**src/rtl/reg_cmd_fifo_pkg.sv**
```systemverilog
// ---------------------------------------------------------------------------
// reg_cmd_pkg
// Shared types for the register-write command queue.
//   regname_e      : target register name, REG0..REG3
//   REG_CMD_DATA_W : default data word width
//   reg_cmd_t      : one stored command (register name + data word)
// The register-name field is called 'rname' because 'reg' is a reserved word.
// ---------------------------------------------------------------------------
package reg_cmd_pkg;

   typedef enum logic [1:0] {
      REG0 = 2'd0,
      REG1 = 2'd1,
      REG2 = 2'd2,
      REG3 = 2'd3
   } regname_e;

   localparam int REG_CMD_DATA_W = 8;

   typedef struct packed {
      regname_e                  rname;
      logic [REG_CMD_DATA_W-1:0] data;
   } reg_cmd_t;

endpackage

```
**src/rtl/reg_cmd_fifo_match.sv**
```systemverilog
// ---------------------------------------------------------------------------
// reg_cmd_match
// Membership lookup over the command storage: reports whether any occupied
// entry targets the queried register.
// Ports:
//   entry_reg  in  register name held in each storage slot
//   occupied   in  one bit per slot, set when the slot holds a live command
//   query_reg  in  register name to look up
//   query_hit  out at least one occupied slot matches query_reg
// ---------------------------------------------------------------------------
module reg_cmd_match
   import reg_cmd_pkg::*;
#(
   parameter int DEPTH = 4
) (
   input  logic [DEPTH-1:0][1:0] entry_reg,
   input  logic [DEPTH-1:0]      occupied,
   input  regname_e              query_reg,
   output logic                  query_hit
);

   // OR-reduce the per-slot matches; slots outside the occupied window are
   // masked off so stale data left behind by earlier pops never matches.
   always_comb begin
      query_hit = 1'b0;
      for (int i = 0; i < DEPTH; i++) begin
         if (occupied[i] && (entry_reg[i] == query_reg)) begin
            query_hit = 1'b1;
         end
      end
   end

endmodule

```
**src/rtl/reg_cmd_fifo.sv**
```systemverilog
// ---------------------------------------------------------------------------
// reg_cmd_fifo
// Buffered queue of register-write commands (register name + data word)
// with valid/ready on both sides and a combinational "is register X pending"
// lookup over the occupied entries.
// Optional build macro: REG_CMD_FIFO_BYPASS_EN
//   defined   : when the queue is empty the input is forwarded straight to
//               the output in the same cycle; it is only stored if the
//               consumer does not take it.
//   undefined : output always comes from storage (one cycle latency).
// Ports:
//   clk, rst             clock, asynchronous active-high reset
//   in_valid/in_ready    upstream handshake
//   in_reg/in_data       incoming command
//   out_valid/out_ready  downstream handshake
//   out_reg/out_data     head command (REG0 / 0 when out_valid is low)
//   query_reg/query_hit  pending-register lookup (storage only)
//   count                number of occupied entries
// ---------------------------------------------------------------------------
module reg_cmd_fifo
   import reg_cmd_pkg::*;
#(
   parameter int DEPTH  = 4,
   parameter int DATA_W = 8
) (
   input  logic                     clk,
   input  logic                     rst,
   input  logic                     in_valid,
   output logic                     in_ready,
   input  regname_e                 in_reg,
   input  logic [DATA_W-1:0]        in_data,
   output logic                     out_valid,
   input  logic                     out_ready,
   output regname_e                 out_reg,
   output logic [DATA_W-1:0]        out_data,
   input  regname_e                 query_reg,
   output logic                     query_hit,
   output logic [$clog2(DEPTH):0]   count
);

   localparam int PTR_W = $clog2(DEPTH);
   localparam int CNT_W = PTR_W + 1;

   logic [PTR_W-1:0]        wr_ptr;
   logic [PTR_W-1:0]        rd_ptr;
   logic [CNT_W-1:0]        count_q;
   logic                    fifo_valid;
   logic                    bypass_active;
   logic                    push;
   logic                    pop;
   logic                    do_write;
   logic                    do_read;
   logic [DEPTH-1:0][1:0]   entry_reg;
   logic [DEPTH-1:0]        occupied;
   logic [PTR_W-1:0]        slot_offset;
   regname_e                head_reg;
   logic [DATA_W-1:0]       head_data;

   assign count      = count_q;
   assign fifo_valid = (count_q != '0);
   assign in_ready   = (count_q != CNT_W'(DEPTH));

   // The bypass window is open only while nothing is stored, so forwarded
   // commands can never overtake queued ones.
   always_comb begin
      bypass_active = 1'b0;
`ifdef REG_CMD_FIFO_BYPASS_EN
      bypass_active = (count_q == '0);
`endif
   end

   // Output mux: forwarded input in the bypass window, otherwise the head
   // slot; idle output is forced to REG0 / 0.
   always_comb begin
      out_valid = fifo_valid;
      out_reg   = REG0;
      out_data  = '0;
      if (bypass_active) begin
         out_valid = in_valid;
         if (in_valid) begin
            out_reg  = in_reg;
            out_data = in_data;
         end
      end else if (fifo_valid) begin
         out_reg  = head_reg;
         out_data = head_data;
      end
   end

   // A command taken straight through the bypass never touches storage, so
   // it neither writes a slot nor advances the read pointer.
   always_comb begin
      push     = in_valid && in_ready;
      pop      = out_valid && out_ready;
      do_write = push && !(bypass_active && out_ready);
      do_read  = pop && !bypass_active;
   end

   // Pointer and occupancy bookkeeping; a simultaneous write and read leaves
   // the count alone while both pointers advance.
   always_ff @(posedge clk or posedge rst) begin
      if (rst) begin
         wr_ptr  <= '0;
         rd_ptr  <= '0;
         count_q <= '0;
      end else begin
         if (do_write) begin
            wr_ptr <= wr_ptr + 1'b1;
         end
         if (do_read) begin
            rd_ptr <= rd_ptr + 1'b1;
         end
         case ({do_write, do_read})
            2'b10:   count_q <= count_q + 1'b1;
            2'b01:   count_q <= count_q - 1'b1;
            default: count_q <= count_q;
         endcase
      end
   end

   // Storage. The packed command struct is used when the data width matches
   // the package default; otherwise name and data live in separate arrays.
   generate
      if (DATA_W == REG_CMD_DATA_W) begin : g_struct
         reg_cmd_t mem [DEPTH];

         always_ff @(posedge clk or posedge rst) begin
            if (rst) begin
               for (int i = 0; i < DEPTH; i++) begin
                  mem[i] <= '0;
               end
            end else if (do_write) begin
               mem[wr_ptr] <= '{rname: in_reg, data: REG_CMD_DATA_W'(in_data)};
            end
         end

         assign head_reg  = mem[rd_ptr].rname;
         assign head_data = DATA_W'(mem[rd_ptr].data);

         for (genvar g = 0; g < DEPTH; g++) begin : g_view
            assign entry_reg[g] = mem[g].rname;
         end
      end else begin : g_split
         regname_e          reg_mem  [DEPTH];
         logic [DATA_W-1:0] data_mem [DEPTH];

         always_ff @(posedge clk or posedge rst) begin
            if (rst) begin
               for (int i = 0; i < DEPTH; i++) begin
                  reg_mem[i]  <= REG0;
                  data_mem[i] <= '0;
               end
            end else if (do_write) begin
               reg_mem[wr_ptr]  <= in_reg;
               data_mem[wr_ptr] <= in_data;
            end
         end

         assign head_reg  = reg_mem[rd_ptr];
         assign head_data = data_mem[rd_ptr];

         for (genvar g = 0; g < DEPTH; g++) begin : g_view
            assign entry_reg[g] = reg_mem[g];
         end
      end
   endgenerate

   // A slot is live when its distance from the read pointer (modulo DEPTH)
   // is below the current count; this handles the wrapped window naturally.
   always_comb begin
      occupied    = '0;
      slot_offset = '0;
      for (int i = 0; i < DEPTH; i++) begin
         slot_offset = PTR_W'(i) - rd_ptr;
         occupied[i] = ({1'b0, slot_offset} < count_q);
      end
   end

   reg_cmd_match #(
      .DEPTH (DEPTH)
   ) u_match (
      .entry_reg (entry_reg),
      .occupied  (occupied),
      .query_reg (query_reg),
      .query_hit (query_hit)
   );

endmodule

```
**config.mk**
```make
export PLATFORM = sky130hd
export DESIGN_NAME = reg_cmd_fifo
export DESIGN_NICKNAME = d
export VERILOG_FILES = /design/src/rtl/reg_cmd_fifo_pkg.sv /design/src/rtl/reg_cmd_fifo_match.sv /design/src/rtl/reg_cmd_fifo.sv
export SDC_FILE = /design/constraint.sdc
export NUM_CORES = 1
export LEC_CHECK = 0
export CAP_MARGIN = 20
export CORE_ASPECT_RATIO = 2
export CORE_UTILIZATION = 45
export DETAILED_ROUTE_END_ITERATION = 10
export DONT_BUFFER_PORTS = 1
export PLACE_DENSITY = 0.59
export SYNTH_ARGS = -nofsm -noshare
export SYNTH_HDL_FRONTEND = slang
export SYNTH_HIERARCHICAL = 1
export SYNTH_SLANG_ARGS = --single-unit
```
**constraint.sdc**
```tcl
create_clock -name clk -period 2.7 [get_ports clk]
set_clock_uncertainty 0.05 [all_clocks]
set_input_delay 0.81 -clock clk [delete_from_list [all_inputs] [get_ports clk]]
set_output_delay 0.81 -clock clk [all_outputs]
set_load 0.005 [all_outputs]
```
==> results.json <==
{
  "nets": 206,
  "first_iter_violations": 23,
  "cp_top_family": "flip-flops",
  "ys_async_sr_fraction_pct": 100,
  "use_met1_pct": 21.9,
  "crit_type": "reg -> out",
  "rr_worst_depth": 8,
  "slew_headroom_pct": 40.5,
  "drtAntennaViolNets": 0,
  "layout_setup_ws_ns": 0.0737,
  "synth_xor_area_share_pct": 5.02,
  "routed_wl_mm": 5.23,
  "worstPathBufferInverterCount": 1,
  "final_common_cell": "dfrtp_1",
  "io_buffers": 0,
  "grt_pass1_wl_mm": 8.76,
  "drc": 0,
  "avgSynthCellArea_um2": 14.9,
  "final_cell_area_um2": 2850,
  "crit_fanout": 6,
  "fill_cells": 493,
  "critPathRequiredTime_ns": 1.84,
  "root_buffer": "clkbuf_16",
  "area_growth_pct": 8.75,
  "vdd.ir_drop.worst_uv": 879,
  "start_util_pct": 46.2,
  "drv_cap": 0,
  "arrival_ns": 1.77,
  "numCtsBuffers": 5,
  "vias_per_cell": 5.76,
  "antenna_found_initial": 0,
  "rrSetupSlack_ns": 0.33,
  "top_usage_layer": "met2",
  "period_share_pct": 97.3,
  "yosys.area_share.adder_pct": 5.07,
  "fin_setup_tns_ns": 0,
  "syn_nets": 202,
  "cts_tree": "done",
  "powerDensity_nw_per_um2": 1370,
  "core_um2": 5660,
  "dp_hpwl_mm": 3.73,
  "diodes": 0,
  "syn_inst": 176,
  "reg2reg_from": "count[0]",
  "crit_slowest_cell": "dfrtp_1",
  "grt_use_met3_pct": 3.18,
  "dpl_worst_slack_ns": 0.317,
  "endpoint_kind": "output pin",
  "yosysWarnings": 6,
  "met2_usage_pct": 34.9,
  "final_cell_mix": "dfrtp_1 (46), mux2_4 (40), and2_1 (11)",
  "synth_edf_count": 0,
  "worst_pin_slew_ns": 0.888,
  "clkTransAtPathRegs_ns": 0.07,
  "htreeDepth": 2,
  "die_height_um": 110,
  "rsz0062_at_grt": "no",
  "grt_max_degree": 27,
  "finalWeightedCongestion": 0.795,
  "ys_seq_area_share_pct": 44.9,
  "vias": 1395,
  "placed_area_um2": 2660,
  "max_stage_delay_ns": 0.42,
  "synthesis.area_um2": 2620,
  "setup_viol": 0,
  "grt-ovfl-total": 0,
  "outcome": "finished clean",
  "ys_ff_latch": 47,
  "ys_types": 26,
  "max_freq_ghz": 0.381,
  "power_leakage_nw": 1.27,
  "die_x_um": 55.9,
  "synth.mux.area_fraction_pct": 32.4,
  "final_util_pct": 50.3,
  "ios": 32,
  "synth_compound_area_share_pct": 1.39,
  "p_total_mw": 3.91,
  "grt_pass1_vias": 1648,
  "insertion_delay_ns": 0.29,
  "grt.total_usage_pct": 19.1,
  "wl_per_cell_um": 21.6,
  "dominantRegCellSynth": "dfrtp_1",
  "cp_cell_sequence": "inv_2 -> ha_1 -> a21oi_1 -> or2_2 -> a32oi_2 -> nand3_2",
  "clockBufferDepth": 2,
  "start_kind": "flip-flop",
  "drive_above_1_share_pct": 43.6,
  "synth-simple-area-share_pct": 7.27,
  "synth_top_family_by_area": "multiplexers",
  "timing.rr.end": "count[2]",
  "report.final.hold_viol_count": 0,
  "period_needed_ns": 2.63,
  "first_pass_iters": 3,
  "cts_sinks": 47,
  "fp.dieArea_um2": 6140,
  "largest_reg_flops": 32,
  "rows": 39,
  "min_path_type": "in -> async",
  "drv_slew": 0
}
power by group:
| group | leakage, nW | internal, mW | switching, mW |
|---|---|---|---|
| clock | 0.0731 | 0.370 | 0.275 |
| sequential | 0.555 | 1.08 | 0.295 |
| combinational | 0.637 | 1.16 | 0.732 |
metal layers:
layer	wire length [um]	up-vias	share of wire, %
met5	0	-	0
met4	86	0	1.6
met3	164	6	3.1
met2	2880	28	55
met1	2100	742	40
li1	-	619	-
per-stage QoR:
step                      cells  hold slack (ns)
after floorplan             176            0.426
after detailed placement    233            0.443
final                       242            0.437
after global placement      233            0.438
after global routing        242            0.480
after CTS                   241            0.455
cell usage after synthesis, drive strengths merged (2+ instances only):
| cell | n | share of area [%] |
|---|---|---|
| a21oi | 4 | 0.76 |
| and2 | 11 | 2.6 |
| and3 | 4 | 1.7 |
| buf | 8 | 2.7 |
| dfrtp | 47 | 45 |
| ha | 9 | 4.3 |
| inv | 8 | 1.1 |
| mux2 | 41 | 23 |
| mux4 | 10 | 8.6 |
| nand2 | 2 | 0.29 |
| nand3 | 4 | 0.76 |
| nor2 | 2 | 0.29 |
| or2 | 3 | 0.72 |
| xnor2 | 9 | 3.0 |
| xor2 | 6 | 2.0 |
cell type report:
class,instances,area [um^2],share of cell area (%)
inverters,8,30.0,1.05
multi-input cells,112,1360,47.9
well taps,61,76.3,2.68
clock buffers,6,139,4.88
repair buffers,6,45.0,1.58
clock inverters,2,16.3,0.571
flip-flops and latches,47,1180,41.4
worst max path at each step:
stage	startpoint	end	cells after the start	slack [ns]
after CTS	count[1]	query_hit	6	0.03
after global routing	count[1]	query_hit	6	0.00008
after detailed placement	count[0]	count[2]	8	0.32
after global placement	count[1]	query_hit	6	0.36
final	count[1]	query_hit	6	0.07
after floorplan	rd_ptr[0]	query_hit	9	0.03
timing repair:
action	4_1_cts	5_1_grt
gates resized for setup	0	6
setup buffers	0	1
setup endpoints to repair	0	1
hold buffers	0	0
cell families after synthesis:
family | Yosys count
mux | 52
flops | 47
simple gates | 29
buf+inv | 17
xor+xnor | 15
fa+ha+maj | 10
compound gates | 6
worst reg2reg max path, stage by stage (launching register included):
cell	delay (ns)
dfrtp_1	0.47
or3b_1	0.52
nand2_1	0.18
ha_1	0.21
inv_1	0.06
fa_1	0.37
xor2_1	0.15
nor2_1	0.13
xor2_1	0.16
No activity file was read; power rests on OpenSTA's default activity.
